### src/rtl/eth_pkt_arb_if.sv
// ---------------------------------------------------------------------------
// eth_pkt_arb_if
//
// Bundles the ingress FIFO read side, the registered egress word and the
// status/error strobes of the packet arbiter into one interface.
//
// Signals
//   rd_data     [N_PORTS][WIDTH]  head word of each show-ahead ingress FIFO
//   empty       [N_PORTS]         FIFO empty flags
//   rd_en       [N_PORTS]         pop strobes (combinational, one-hot or zero)
//   o_valid                       egress word valid
//   o_data      [WIDTH-2]         egress payload
//   o_start                       egress start-of-packet marker
//   o_end                         egress end-of-packet marker
//   o_ready                       downstream accepts when o_valid && o_ready
//   grant       [clog2(N_PORTS)]  current/last granted requester
//   busy                          a packet transfer is in progress
//   err_drop                      pulse: head word discarded while awaiting start
//   err_restart                   pulse: start bit seen mid-packet
//   err_timeout                   pulse: grant revoked after a stalled sender
//
// Modports
//   master : the arbiter
//   slave  : the FIFOs and egress logic around it
// ---------------------------------------------------------------------------
interface eth_pkt_arb_if #(
    parameter int N_PORTS = 2,
    parameter int WIDTH   = 34
);
    localparam int GRANT_W = $clog2(N_PORTS);

    logic [N_PORTS-1:0][WIDTH-1:0] rd_data;
    logic [N_PORTS-1:0]            empty;
    logic [N_PORTS-1:0]            rd_en;
    logic                          o_valid;
    logic [WIDTH-3:0]              o_data;
    logic                          o_start;
    logic                          o_end;
    logic                          o_ready;
    logic [GRANT_W-1:0]            grant;
    logic                          busy;
    logic                          err_drop;
    logic                          err_restart;
    logic                          err_timeout;

    modport master (
        input  rd_data, empty, o_ready,
        output rd_en, o_valid, o_data, o_start, o_end,
               grant, busy, err_drop, err_restart, err_timeout
    );

    modport slave (
        output rd_data, empty, o_ready,
        input  rd_en, o_valid, o_data, o_start, o_end,
               grant, busy, err_drop, err_restart, err_timeout
    );
endinterface

### src/rtl/eth_pkt_arb.sv
// ---------------------------------------------------------------------------
// eth_pkt_arb
//
// Packet-atomic round-robin arbiter sharing one egress port between N_PORTS
// show-ahead ingress FIFOs. A granted requester owns the egress until its
// end-of-packet word has been forwarded, its sender stalls for too long, or
// reset is applied. Words arriving without a start bit while a packet start
// is expected are discarded.
//
// FIFO word layout: {data[WIDTH-1:2], start, end}.
//
// Ports
//   clk   clock
//   rstn  synchronous active-low reset
//   bus   eth_pkt_arb_if.master (FIFO read side, egress register, status)
// ---------------------------------------------------------------------------
module eth_pkt_arb #(
    parameter int N_PORTS = 2,
    parameter int WIDTH   = 34,
    parameter int TIMEOUT = 64
) (
    input  logic                 clk,
    input  logic                 rstn,
    eth_pkt_arb_if.master        bus
);

    localparam int GRANT_W = $clog2(N_PORTS);
    localparam int CNT_W   = $clog2(TIMEOUT) + 1;
    localparam logic [CNT_W-1:0]   TMO_LAST  = CNT_W'(TIMEOUT - 1);
    localparam logic [GRANT_W-1:0] LAST_PORT = GRANT_W'(N_PORTS - 1);

    typedef enum logic {
        IDLE,
        XFER
    } state_t;

    state_t             state_q,       state_d;
    logic [GRANT_W-1:0] grant_q,       grant_d;
    logic [GRANT_W-1:0] rr_ptr_q,      rr_ptr_d;
    logic               need_start_q,  need_start_d;
    logic [CNT_W-1:0]   tmo_cnt_q,     tmo_cnt_d;
    logic               o_valid_q,     o_valid_d;
    logic [WIDTH-3:0]   o_data_q,      o_data_d;
    logic               o_start_q,     o_start_d;
    logic               o_end_q,       o_end_d;
    logic               err_drop_q,    err_drop_d;
    logic               err_restart_q, err_restart_d;
    logic               err_timeout_q, err_timeout_d;

    logic [WIDTH-1:0]   head;
    logic               head_start;
    logic               head_end;
    logic               can_load;
    logic               pop;
    logic               load;
    logic               found;
    logic [GRANT_W-1:0] cand;
    logic [CNT_W-1:0]   tmo_inc;
    logic [N_PORTS-1:0] rd_en_c;

    assign head       = bus.rd_data[grant_q];
    assign head_start = head[1];
    assign head_end   = head[0];
    assign can_load   = !o_valid_q || bus.o_ready;

    // No pops while reset is asserted, so words behind an abandoned packet
    // stay in the FIFO and are later dropped as framing errors.
    assign pop = (state_q == XFER) && !bus.empty[grant_q] && can_load && rstn;

    // Saturating increment of the stall counter.
    assign tmo_inc = (tmo_cnt_q == '1) ? tmo_cnt_q : tmo_cnt_q + 1'b1;

    // NOTE: every variable written here gets its default first, so no path
    // leaves one unassigned and no latch is inferred.
    always_comb begin
        state_d       = state_q;
        grant_d       = grant_q;
        rr_ptr_d      = rr_ptr_q;
        need_start_d  = need_start_q;
        tmo_cnt_d     = tmo_cnt_q;
        o_valid_d     = o_valid_q;
        o_data_d      = o_data_q;
        o_start_d     = o_start_q;
        o_end_d       = o_end_q;
        err_drop_d    = 1'b0;
        err_restart_d = 1'b0;
        err_timeout_d = 1'b0;
        rd_en_c       = '0;
        load          = 1'b0;
        found         = 1'b0;
        cand          = rr_ptr_q;

        unique case (state_q)
            IDLE: begin
                // Scan from rr_ptr+1 with explicit wrap so non-power-of-2
                // port counts never index past the last requester.
                for (int i = 0; i < N_PORTS; i++) begin
                    cand = (cand == LAST_PORT) ? '0 : cand + 1'b1;
                    if (!found && !bus.empty[cand]) begin
                        found   = 1'b1;
                        grant_d = cand;
                    end
                end
                if (found) begin
                    state_d      = XFER;
                    need_start_d = 1'b1;
                end
            end

            XFER: begin
                rd_en_c[grant_q] = pop;
                if (pop) begin
                    tmo_cnt_d = '0;
                    if (need_start_q && !head_start) begin
                        err_drop_d = 1'b1;
                    end else begin
                        load      = 1'b1;
                        o_valid_d = 1'b1;
                        o_data_d  = head[WIDTH-1:2];
                        o_start_d = head_start;
                        o_end_d   = head_end;
                        if (head_start) begin
                            need_start_d  = 1'b0;
                            err_restart_d = !need_start_q;
                        end
                        if (head_end) begin
                            state_d  = IDLE;
                            rr_ptr_d = grant_q;
                        end
                    end
                end else if (bus.empty[grant_q]) begin
                    // Backpressure alone (head present) does not count as a stall.
                    if (tmo_inc == TMO_LAST) begin
                        err_timeout_d = 1'b1;
                        state_d       = IDLE;
                        rr_ptr_d      = grant_q;
                        tmo_cnt_d     = '0;
                    end else begin
                        tmo_cnt_d = tmo_inc;
                    end
                end
            end

            default: state_d = IDLE;
        endcase

        if (!load && bus.o_ready) begin
            o_valid_d = 1'b0;
        end
    end

    // NOTE: state registers use non-blocking assignments so every flop
    // samples the pre-edge values regardless of process ordering.
    always_ff @(posedge clk) begin
        if (!rstn) begin
            state_q       <= IDLE;
            grant_q       <= '0;
            rr_ptr_q      <= LAST_PORT;
            need_start_q  <= 1'b1;
            tmo_cnt_q     <= '0;
            o_valid_q     <= 1'b0;
            o_data_q      <= '0;
            o_start_q     <= 1'b0;
            o_end_q       <= 1'b0;
            err_drop_q    <= 1'b0;
            err_restart_q <= 1'b0;
            err_timeout_q <= 1'b0;
        end else begin
            state_q       <= state_d;
            grant_q       <= grant_d;
            rr_ptr_q      <= rr_ptr_d;
            need_start_q  <= need_start_d;
            tmo_cnt_q     <= tmo_cnt_d;
            o_valid_q     <= o_valid_d;
            o_data_q      <= o_data_d;
            o_start_q     <= o_start_d;
            o_end_q       <= o_end_d;
            err_drop_q    <= err_drop_d;
            err_restart_q <= err_restart_d;
            err_timeout_q <= err_timeout_d;
        end
    end

    assign bus.rd_en       = rd_en_c;
    assign bus.o_valid     = o_valid_q;
    assign bus.o_data      = o_data_q;
    assign bus.o_start     = o_start_q;
    assign bus.o_end       = o_end_q;
    assign bus.grant       = grant_q;
    assign bus.busy        = (state_q == XFER);
    assign bus.err_drop    = err_drop_q;
    assign bus.err_restart = err_restart_q;
    assign bus.err_timeout = err_timeout_q;

endmodule

### src/flat_wrapper.sv
// flat-port wrapper written by rule: the top's interface ports become plain ports
module eth_pkt_arb_flat 
#(
    parameter int N_PORTS = 2,
    parameter int WIDTH   = 34,
    parameter int TIMEOUT = 64
)
  (clk, rstn, bus_rd_data, bus_empty, bus_o_ready, bus_rd_en, bus_o_valid, bus_o_data, bus_o_start, bus_o_end, bus_grant, bus_busy, bus_err_drop, bus_err_restart, bus_err_timeout);
  eth_pkt_arb_if #(.N_PORTS(N_PORTS), .WIDTH(WIDTH)) bus_i ();
  input  logic clk;
  input  logic rstn;
  input wire logic [$bits(bus_i.rd_data)-1:0] bus_rd_data;
  input wire logic [$bits(bus_i.empty)-1:0] bus_empty;
  input wire logic [$bits(bus_i.o_ready)-1:0] bus_o_ready;
  output wire logic [$bits(bus_i.rd_en)-1:0] bus_rd_en;
  output wire logic [$bits(bus_i.o_valid)-1:0] bus_o_valid;
  output wire logic [$bits(bus_i.o_data)-1:0] bus_o_data;
  output wire logic [$bits(bus_i.o_start)-1:0] bus_o_start;
  output wire logic [$bits(bus_i.o_end)-1:0] bus_o_end;
  output wire logic [$bits(bus_i.grant)-1:0] bus_grant;
  output wire logic [$bits(bus_i.busy)-1:0] bus_busy;
  output wire logic [$bits(bus_i.err_drop)-1:0] bus_err_drop;
  output wire logic [$bits(bus_i.err_restart)-1:0] bus_err_restart;
  output wire logic [$bits(bus_i.err_timeout)-1:0] bus_err_timeout;
  assign bus_i.rd_data = bus_rd_data;
  assign bus_i.empty = bus_empty;
  assign bus_i.o_ready = bus_o_ready;
  assign bus_rd_en = bus_i.rd_en;
  assign bus_o_valid = bus_i.o_valid;
  assign bus_o_data = bus_i.o_data;
  assign bus_o_start = bus_i.o_start;
  assign bus_o_end = bus_i.o_end;
  assign bus_grant = bus_i.grant;
  assign bus_busy = bus_i.busy;
  assign bus_err_drop = bus_i.err_drop;
  assign bus_err_restart = bus_i.err_restart;
  assign bus_err_timeout = bus_i.err_timeout;
  eth_pkt_arb #(.N_PORTS(N_PORTS), .WIDTH(WIDTH), .TIMEOUT(TIMEOUT)) u_core (.clk(clk), .rstn(rstn), .bus(bus_i));
endmodule
### config.mk
export PLATFORM = sky130hd
export DESIGN_NAME = eth_pkt_arb_flat
export DESIGN_NICKNAME = d
export VERILOG_FILES = /design/src/rtl/eth_pkt_arb_if.sv /design/src/rtl/eth_pkt_arb.sv /design/src/flat_wrapper.sv
export SDC_FILE = /design/constraint.sdc
export NUM_CORES = 1
export LEC_CHECK = 0
export ABC_AREA = 1
export ABC_CLOCK_PERIOD_IN_PS = 1700
export BUFFER_PORTS_ARGS = -buffer_cell sky130_fd_sc_hd__buf_2
export CAP_MARGIN = 20
export CORE_MARGIN = 4
export CORE_UTILIZATION = 34
export DETAILED_ROUTE_END_ITERATION = 16
export GPL_ROUTABILITY_DRIVEN = 0
export GPL_TIMING_DRIVEN = 0
export PLACE_DENSITY = 0.66
export SETUP_SLACK_MARGIN = 0.5
export SYNTH_ARGS = -nofsm -noshare
export SYNTH_HDL_FRONTEND = slang
export SYNTH_SLANG_ARGS = --single-unit
export TNS_END_PERCENT = 30
### constraint.sdc
create_clock -name clk -period 1.7 [get_ports clk]
set_input_delay 0.17 -clock clk [delete_from_list [all_inputs] [get_ports clk]]
set_output_delay 0.17 -clock clk [all_outputs]
set_load 0.05 [all_outputs]
======== Yosys cells after proc, flatten, opt, wreduce, memory -nomap -nowiden ========
Cells that the tools add are included.
word-level totals
  output and inout bits ................... 42
  logic and storage cells ................. 106
  input port bits ......................... 73
  flip-flop bits (word level) ............. 49
cells by class
  eq/ne operators ......................... 9
  bitwise gates (word level) .............. 7
  reduce and logical (&&, ||, !) cells .... 26
  $lt $le $gt $ge ......................... 4
  mux-type cells .......................... 45
  $add $sub $neg .......................... 3
operator list
  operator               number
  $mux W34               2
  $mux W1                35
  $mux W7                4
  $ne A2 B2 Y1 const B   5
  $add A7 B1 Y7 const B  1
  $eq A7 B6 Y1 const B   1
  $eq A7 B7 Y1 const B   1
  $logic_and A1 B1 Y1    7
  $logic_not A1 Y1       7
  $lt A1 B2 Y1 const B   3
  $not A1 Y1             6
  $reduce_and A3 Y1      2
  $reduce_and A5 Y1      1
  $reduce_or A5 Y1       1
  $ne A2 B1 Y1 const B   2
  $pmux W1 S2            2
  $reduce_and A2 Y1      2
  $reduce_and A4 Y1      1
  $reduce_bool A2 Y1     2
  $reduce_or A4 Y1       1
  $add A1 B1 Y1 const B  2
  $and A2 B2 Y2          1
  $mux W2                1
  $reduce_or A2 Y1       1
  other kinds (3)        3

======== Longest topological paths before layout ========
Gate-level depths: netlist (run 1).
  depth after elaboration ................. 12
  depth in mapped cells ................... 12
  depth with buffers taken out ............ 12

======== Worst setup path after synthesis (run 1) ========
No wires, ideal clock.
  kind .................................... register -> output
  from .................................... register u_core.grant_q (netlist: u_core.bus.grant)
  to ...................................... output port bus_rd_en[0]
  arrival time ............................ 1,795 ps
  required time ........................... 1,530 ps
  setup slack ............................. -265 ps
  path buffers ............................ 0
  cell stages (with the launch flop) ...... 5
  cell sequence ........................... dfxtp_1 > nand2_1 > o21ai_2 > nand4_4 > nor2_1
between the ends
  longest elaborated chain between the ends .. 8
  elaborated cells on any way between the ends .. 13
  those cells by class .................... 2 x order compare; 5 x mux; 1 x bitwise; 5 x reduce/logical
ends and longest elaborated chain
  element                                                               RTL line            source
  from (decl)                                                           eth_pkt_arb.sv:38   logic [GRANT_W-1:0] grant_q, grant_d;
  from (signal assigned)                                                eth_pkt_arb.sv:170  grant_q <= grant_d;
  parallel branches: the longest is 6 deep, another holds $lt A1 B2 Y1  --
  $and A2 B2 Y2 (no line) *                                             --
  $mux W2 *                                                             eth_pkt_arb.sv:93   unique case (state_q)
  to (decl)                                                             flat_wrapper.sv:15  output wire logic [$bits(bus_i.rd_en)-1:0] bus_rd_en;
Every way passes the cells marked *. The select of a mux whose other input is x is not followed.

======== Final worst setup path (run 1) ========
  from .................................... register u_core.tmo_cnt_q[1]
  to ...................................... register u_core.rr_ptr_q
between the ends
  longest elaborated chain between the ends .. 5
  elaborated cells on any way between the ends .. 6
  those cells by class .................... 1 x add/sub; 2 x eq/ne; 1 x mux; 2 x reduce/logical
ends and longest elaborated chain
  element                                               RTL line            source
  from (decl)                                           eth_pkt_arb.sv:41   logic [CNT_W-1:0] tmo_cnt_q, tmo_cnt_d;
  from (signal assigned)                                eth_pkt_arb.sv:173  tmo_cnt_q <= tmo_cnt_d;
  $add A7 B1 Y7 / $eq A7 B7 Y1 (equally long branches)  eth_pkt_arb.sv:71   assign tmo_inc = (tmo_cnt_q == '1) ? tmo_cnt_q : tmo_cnt_q + 1'b1;
  $mux W7 *                                             eth_pkt_arb.sv:71
  $eq A7 B6 Y1 *                                        eth_pkt_arb.sv:133  if (tmo_inc == TMO_LAST) begin
  $reduce_bool A2 Y1 (no line) *                        --
  $reduce_and A5 Y1 (no line) *                         --
  to (signal assigned)                                  eth_pkt_arb.sv:171  rr_ptr_q <= rr_ptr_d;
  to (decl)                                             eth_pkt_arb.sv:39   logic [GRANT_W-1:0] rr_ptr_q, rr_ptr_d;
Mark *: on every way between the ends. The rest lies on a longest branch, timed or not.
A chain may end at the register's enable or synchronous reset.

==> metrics.yaml, run 1 <==
placedCellCount: 506
clk_latency_ns: 0.30
synth_nets: 389
setup_violations: 0
num_vias: 2574
path_cells: "ha_4 -> nand2_4 -> nor2_4 -> nand2_4 -> nand2_4 -> nand3_2 -> nor2_2 -> nand2_2 -> nand2_4 -> nand2_1 -> nand2_1 -> nand3_2"
grt_pass1_vias: 2458
cp.arrival_ns: 1.74
fin_setup_tns_ns: 0
synth.avg_cell_area_um2: 7.09
netlist.top_cell.by_area: "dfxtp_1"
ys_seq_elements: 49
critPathKind: "flop to flop"
worst_pin_slew_ns: 0.547
gr-usage-met2_pct: 30.2
yosys_warnings: 0
fmax_mhz: 635
hold_viol_final: 0
seq_area_frac_synth_pct: 43.9
start_kind: "flop"
syn-instance-count: 315
hold_end: "u_core.bus.o_data[6]"
path_delay_family: "simple AND/OR/NAND/NOR gates"
peakVddDrop_v: 0.000409
design.core.area_mm2: 0.00635
r2r_cells: 12
synthTopCellsByArea: "dfxtp_1, nand2_1, a31oi_1, o21ai_0, inv_1"
hold_depth: 3
worstReg2RegStart: "u_core.tmo_cnt_q[1]"
grt_max_degree: 16
worstPathBufferInverterCount: 0
grt_setup_unrepaired: "true"
dpl.hpwl_mm: 5.23
die_w_um: 89.1
antenna_found_initial: 0
drive_gt1_share_pct: 43.2
wl_per_cell_um: 13.3
fillers: 611
met1_usage_pct: 19.4
final_period_minus_worst_setup_slack_ns: 1.58
cts.reportedPaths.clkPinSlew_ns: 0.10
layout.nets: 529
power.leakage_nw: 1.70
drt_first_pass_iters: 4
power_density_mw_per_mm2: 753
synthDistinctLibCells: 25
drc: 0
drtAntennaViolNets: 0
cpMaxStageDelayCell: "dfxtp_4"
setup_ws_ns: 0.124
antenna_cells: 0
endpoint_kind: "flop"
grt-ovfl-total: 0
run_status: "completed"
drt-total-wl_mm: 7.09
r2r_setup_slack_ns: 0.12
syn2layout_area_growth_pct: 52.4
syn_area_mm2: 0.00223
die_y_um: 89.1
clock-sinks: 49
drtIter0Drc: 82
yosysTopAreaCellShare_pct: 43.9
dp_slack_ns: -0.0541
clock_power_share_pct: 26.6
ios: 115
use_met3_pct: 7.74
cpPeakStageDelay_ns: 0.36
seq_power_share_pct: 48.5
rr_endpoint: "u_core.rr_ptr_q"
cts_tree: "yes"
p_sw_mw: 0.832
start_util_pct: 35.2
critPathRequiredTime_ns: 1.87
hp-class: "input pin to flop"
switching_share_pct: 32.4
path_max_fanout: 6
cpMostUsedCell: "nand2_4"
clk_path_buf_depth: 2
power_frac_comb_pct: 24.9
cts_buffers: 5
finClkSkew_ns: 0.0116
p_int_mw: 1.73
io_buffers: 114
grt_first_pass_wirelength_mm: 10.8
busiest_layer: "met2"
ctsHtreeMaxLevel: 2
track_usage_pct: 17.4
rows: 29
hold_slack_ns: 0.117
avgViaCountPerCell: 4.83
die_area_mm2: 0.00793
clockRootBuffer: "clkbuf_8"
worstHoldStart: "bus_rd_data[8]"
period_share_pct: 92.7
finalNonFillerCells: 533
drv_cap: 0
slew_violations: 0
slew_headroom_pct: 63.5
-- what timing repair did --
| item | 4_1_cts | 5_1_grt |
|---|---|---|
| gates cloned | 1 | 2 |
| gates resized for setup | 30 | 25 |
| buffers inserted | 12 | 4 |
| endpoints found under the setup margin | 47 | 48 |
| hold buffers | 0 | 0 |
| pin swaps | 9 | 11 |
-- through the flow --
| stage | total power [mW] | util [%] | cell area, um^2 |
|---|---|---|---|
| 2_1_floorplan | 1.63 | - | 2300 |
| 3_3_place_gp | 1.81 | 46.7 | 2960 |
| 3_5_place_dp | 1.82 | 46.7 | 2960 |
| 4_1_cts | 2.54 | 51.0 | 3240 |
| 5_1_grt | 2.71 | 53.6 | 3410 |
| 6_report | 2.57 | 53.6 | 3410 |
-- worst max path at each step --
stage / endpoint / startpoint / cells past startpoint / slack (ns)
after floorplan: u_core.rr_ptr_q / u_core.tmo_cnt_q[1] / 12 / 0.21
after global placement: u_core.rr_ptr_q / u_core.tmo_cnt_q[0] / 12 / -0.04
after detailed placement: u_core.rr_ptr_q / u_core.tmo_cnt_q[0] / 12 / -0.05
after CTS: u_core.rr_ptr_q / u_core.tmo_cnt_q[0] / 12 / 0.15
after global routing: u_core.rr_ptr_q / u_core.tmo_cnt_q[1] / 12 / 0.03
final: u_core.rr_ptr_q / u_core.tmo_cnt_q[1] / 12 / 0.12
-- per-layer routing --
layer  vias up  wire length, um
met2        78             3540
met1      1153             2790
met3         6              678
li1       1337                -
met4         0               86
met5         -                0
-- cell usage after synthesis, drive strengths merged --
| cell | n |
|---|---|
| nand3 | 9 |
| nand2 | 109 |
| nand4 | 3 |
| o211ai | 5 |
| o21bai | 1 |
| and2 | 1 |
| nor3 | 3 |
| a21oi | 11 |
| dfxtp | 49 |
| clkbuf | 10 |
| buf | 10 |
| ha | 1 |
| inv | 17 |
| a31oi | 32 |
| nand3b | 1 |
| o21ai | 39 |
| nor2 | 14 |
-- cell families after synthesis --
group	count (synthesis)	share of synthesized area, %
AOI/OAI and AO/OA	88	22.3
adders and majority gates	1	0.560
buffers and inverters	37	7.39
DFF	49	43.9
and+or+nand+nor	140	25.8
-- registers in the layout, indices dropped and copies added, names as in the netlist --
signal                  cells
u_core.rr_ptr_q             1
u_core.bus.o_end            1
u_core.bus.grant            1
u_core.bus.o_data          32
u_core.tmo_cnt_q            7
u_core.bus.err_timeout      1
u_core.bus.o_valid          1
u_core.bus.err_drop         1
u_core.need_start_q         1
u_core.bus.o_start          1
u_core.bus.err_restart      1
u_core.bus.busy             1
-- layout make-up --
class | instances | area, um^2 | area share, %
multi-input combinational | 229 | 1250 | 36.6
sequential | 49 | 996 | 29.2
timing repair buffer | 133 | 766 | 22.5
buffer | 20 | 148 | 4.34
tap | 77 | 96.3 | 2.83
clock buffer | 6 | 72.6 | 2.13
inverter | 17 | 66.3 | 1.95
clock inverter | 2 | 13.8 | 0.404
-- power groups by stage --
| stage | Sequential (mW) | Combinational, mW | Clock, mW |
|---|---|---|---|
| after global routing | 1.25 | 0.700 | 0.757 |
| after detailed placement | 1.27 | 0.548 | 0 |
| after global placement | 1.27 | 0.543 | 0 |
| after CTS | 1.24 | 0.597 | 0.706 |
| after floorplan | 1.39 | 0.240 | 0 |
| final | 1.24 | 0.640 | 0.682 |
-- worst reg2reg max path: stages, from the launching register on --
cell	delay, ns
dfxtp_4	0.36
ha_4	0.17
nand2_4	0.07
nor2_4	0.13
nand2_4	0.10
nand2_4	0.08
nand3_2	0.08
nor2_2	0.12
nand2_2	0.08
nand2_4	0.08
nand2_1	0.05
nand2_1	0.07
nand3_2	0.06
-- placed cells by master, fill, tap and decap left out, types with 7 or more instances in the layout --
cell type / instances
a31oi_1: 32
buf_2: 113
buf_4: 17
buf_6: 8
clkbuf_1: 9
dfxtp_1: 43
inv_1: 16
nand2_1: 97
nand2_2: 7
o21ai_0: 27
Power figures use the tool's default switching activity.
==> run 2, diff against run 1 <==
--- a/config.mk
+++ b/config.mk
@@ -15,6 +15,7 @@
 export GPL_ROUTABILITY_DRIVEN = 0
 export GPL_TIMING_DRIVEN = 0
 export PLACE_DENSITY = 0.66
+export RECOVER_POWER = 100
 export SETUP_SLACK_MARGIN = 0.5
 export SYNTH_ARGS = -nofsm -noshare
 export SYNTH_HDL_FRONTEND = slang
==> run 2 against run 1 <==
Net effect: clock skew about the same; first-iteration DRC count down 4.9%; count of clock-buffer cells in the layout is the same; routed wire length hardly changed; total power decreased by 0.59%; register-to-register slack worse by 0.02 ns; cell count is the same; cell area down 2.2%; critical path depth did not move; critical path type unchanged.
==> metrics.yaml, run 2 (same netlist as run 1, synthesis figures left out) <==
run_status: "completed"
drc: 0  # unchanged
syn2layout_area_growth_pct: 49.0
layout.nets: 529  # unchanged
period_share_pct: 93.6  # +0.95 points
grt_pass1_vias: 2458  # unchanged
r2r_setup_slack_ns: 0.11  # -0.02 ns
hold_depth: 3  # unchanged
clk_latency_ns: 0.30  # about the same
hold_slack_ns: 0.117  # -0.0000370 ns
cts_buffers: 5  # unchanged
drt_first_pass_iters: 4  # unchanged
peakVddDrop_v: 0.000412  # +0.79%
critPathKind: "flop to flop"
p_total_mw: 2.55  # -0.59%
clock-sinks: 49  # unchanged
layout_common_cells: "nand2_1, buf_2, clkbuf_1, dfxtp_1, a31oi_1"
clockRootBuffer: "clkbuf_8"
slew_headroom_pct: 57.2  # -6.3 points
r2r_cells: 12  # unchanged
power_density_mw_per_mm2: 766  # +1.7%
rr_endpoint: "u_core.rr_ptr_q"
hold_buffers: 0  # unchanged
dpl.hpwl_mm: 5.23  # unchanged
antenna_cells: 0  # unchanged
avgViaCountPerCell: 4.85  # +0.43%
hold_viol_final: 0  # unchanged
num_vias: 2585  # +0.43%
power.leakage_nw: 1.52  # -11%
die_w_um: 89.1  # unchanged
critPathRequiredTime_ns: 1.87  # about the same
drt-total-wl_mm: 7.08  # about the same
design.core.area_mm2: 0.00635  # unchanged
slew_violations: 0  # unchanged
grt-ovfl-total: 0  # unchanged
worst_pin_slew_ns: 0.645  # +0.0975 ns
drtIter0Drc: 78  # -4.9%
finClkSkew_ns: 0.0114  # -0.000206 ns
track_usage_pct: 17.4  # unchanged
wl_per_cell_um: 13.3  # about the same
ctsHtreeMaxLevel: 2  # unchanged
setup_violations: 0  # unchanged
grt_setup_unrepaired: "true"
endpoint_kind: "flop"
cp.arrival_ns: 1.76  # +0.02 ns
die_y_um: 89.1  # unchanged
worstReg2RegStart: "u_core.tmo_cnt_q[1]"
drv_cap: 0  # unchanged
cts_tree: "yes"
clk_path_buf_depth: 2  # unchanged
ios: 115  # unchanged
setup_ws_ns: 0.108  # -0.0162 ns
start_kind: "flop"
fmax_mhz: 628  # -1.0%
start_util_pct: 35.2  # unchanged
die_area_mm2: 0.00793  # unchanged
dp_slack_ns: -0.0541  # unchanged
hp-class: "input pin to flop"
worstHoldStart: "bus_rd_data[8]"
cts.reportedPaths.clkPinSlew_ns: 0.10  # about the same
path_max_fanout: 6  # unchanged
largest_reg_flops: 32  # unchanged
final_common_cell: "nand2_1"
fin_setup_tns_ns: 0  # unchanged
io_buffers: 114  # unchanged
fin_util_pct: 52.4  # -1.2 points
grt_first_pass_wirelength_mm: 10.8  # unchanged
rows: 29  # unchanged
antenna_found_initial: 0  # unchanged
drtAntennaViolNets: 0  # unchanged
grt_max_degree: 16  # unchanged
drive_gt1_share_pct: 32.7  # -11 points
hold_end: "u_core.bus.o_data[6]"
final_period_minus_worst_setup_slack_ns: 1.59  # +0.0162 ns
-- run 2: per-layer routing --
| layer | track usage [%] | wire (um) |
|---|---|---|
| met5 | 0 | 0 |
| met3 | 7.74 | 637 |
| met4 | 4.60 | 95 |
| met2 | 30.2 | 3550 |
| met1 | 19.4 | 2800 |
-- run 2: final cells by class --
cell class | instances | area (um^2)
well taps | 77 | 96.3
clock buffers | 6 | 72.6
inverters | 17 | 66.3
clock inverters | 2 | 13.8
repair buffers | 133 | 711
plain buffers | 20 | 145
fillers | 642 | 3020
multi-input cells | 229 | 1230
flip-flops and latches | 49 | 996
-- run 2: worst max-delay path: stages (launching register included) --
cell	delay, ns
dfxtp_4	0.36
ha_4	0.17
nand2_4	0.06
nor2_4	0.13
nand2_4	0.10
nand2_1	0.07
o21ai_1	0.09
nor2_1	0.12
nand2_2	0.09
nand2_4	0.08
nand2_1	0.05
nand2_1	0.07
nand3_2	0.06
-- run 2: worst max path at each step --
stage / cells past startpoint / startpoint / slack, ns / end
after floorplan: 12 / u_core.tmo_cnt_q[1] / 0.21 / u_core.rr_ptr_q
after global placement: 12 / u_core.tmo_cnt_q[0] / -0.04 / u_core.rr_ptr_q
after detailed placement: 12 / u_core.tmo_cnt_q[0] / -0.05 / u_core.rr_ptr_q
after CTS: 12 / u_core.tmo_cnt_q[0] / 0.15 / u_core.rr_ptr_q
after global routing: 12 / u_core.tmo_cnt_q[1] / 0.03 / u_core.rr_ptr_q
final: 12 / u_core.tmo_cnt_q[1] / 0.11 / u_core.rr_ptr_q
-- run 2: power by group --
group,internal (mW),switching [mW],total [mW]
Sequential,1.20,0.0424,1.24
Combinational,0.225,0.396,0.620
Clock,0.292,0.394,0.686
-- run 2: stage by stage --
step / instances / cell area [um^2]
floorplan: 315 / 2300
global route: 533 / 3330
finish: 533 / 3330
global placement: 506 / 2960
detailed placement: 506 / 2960
CTS: 527 / 3240
-- run 2: what timing repair did --
| item | 4_1_cts | 5_1_grt |
|---|---|---|
| gates cloned | 1 | 2 |
| buffers inserted | 12 | 4 |
| endpoints found under the setup margin | 47 | 48 |
| hold endpoints to repair | 0 | 0 |
| pin swaps | 9 | 11 |
| resized for setup | 30 | 25 |
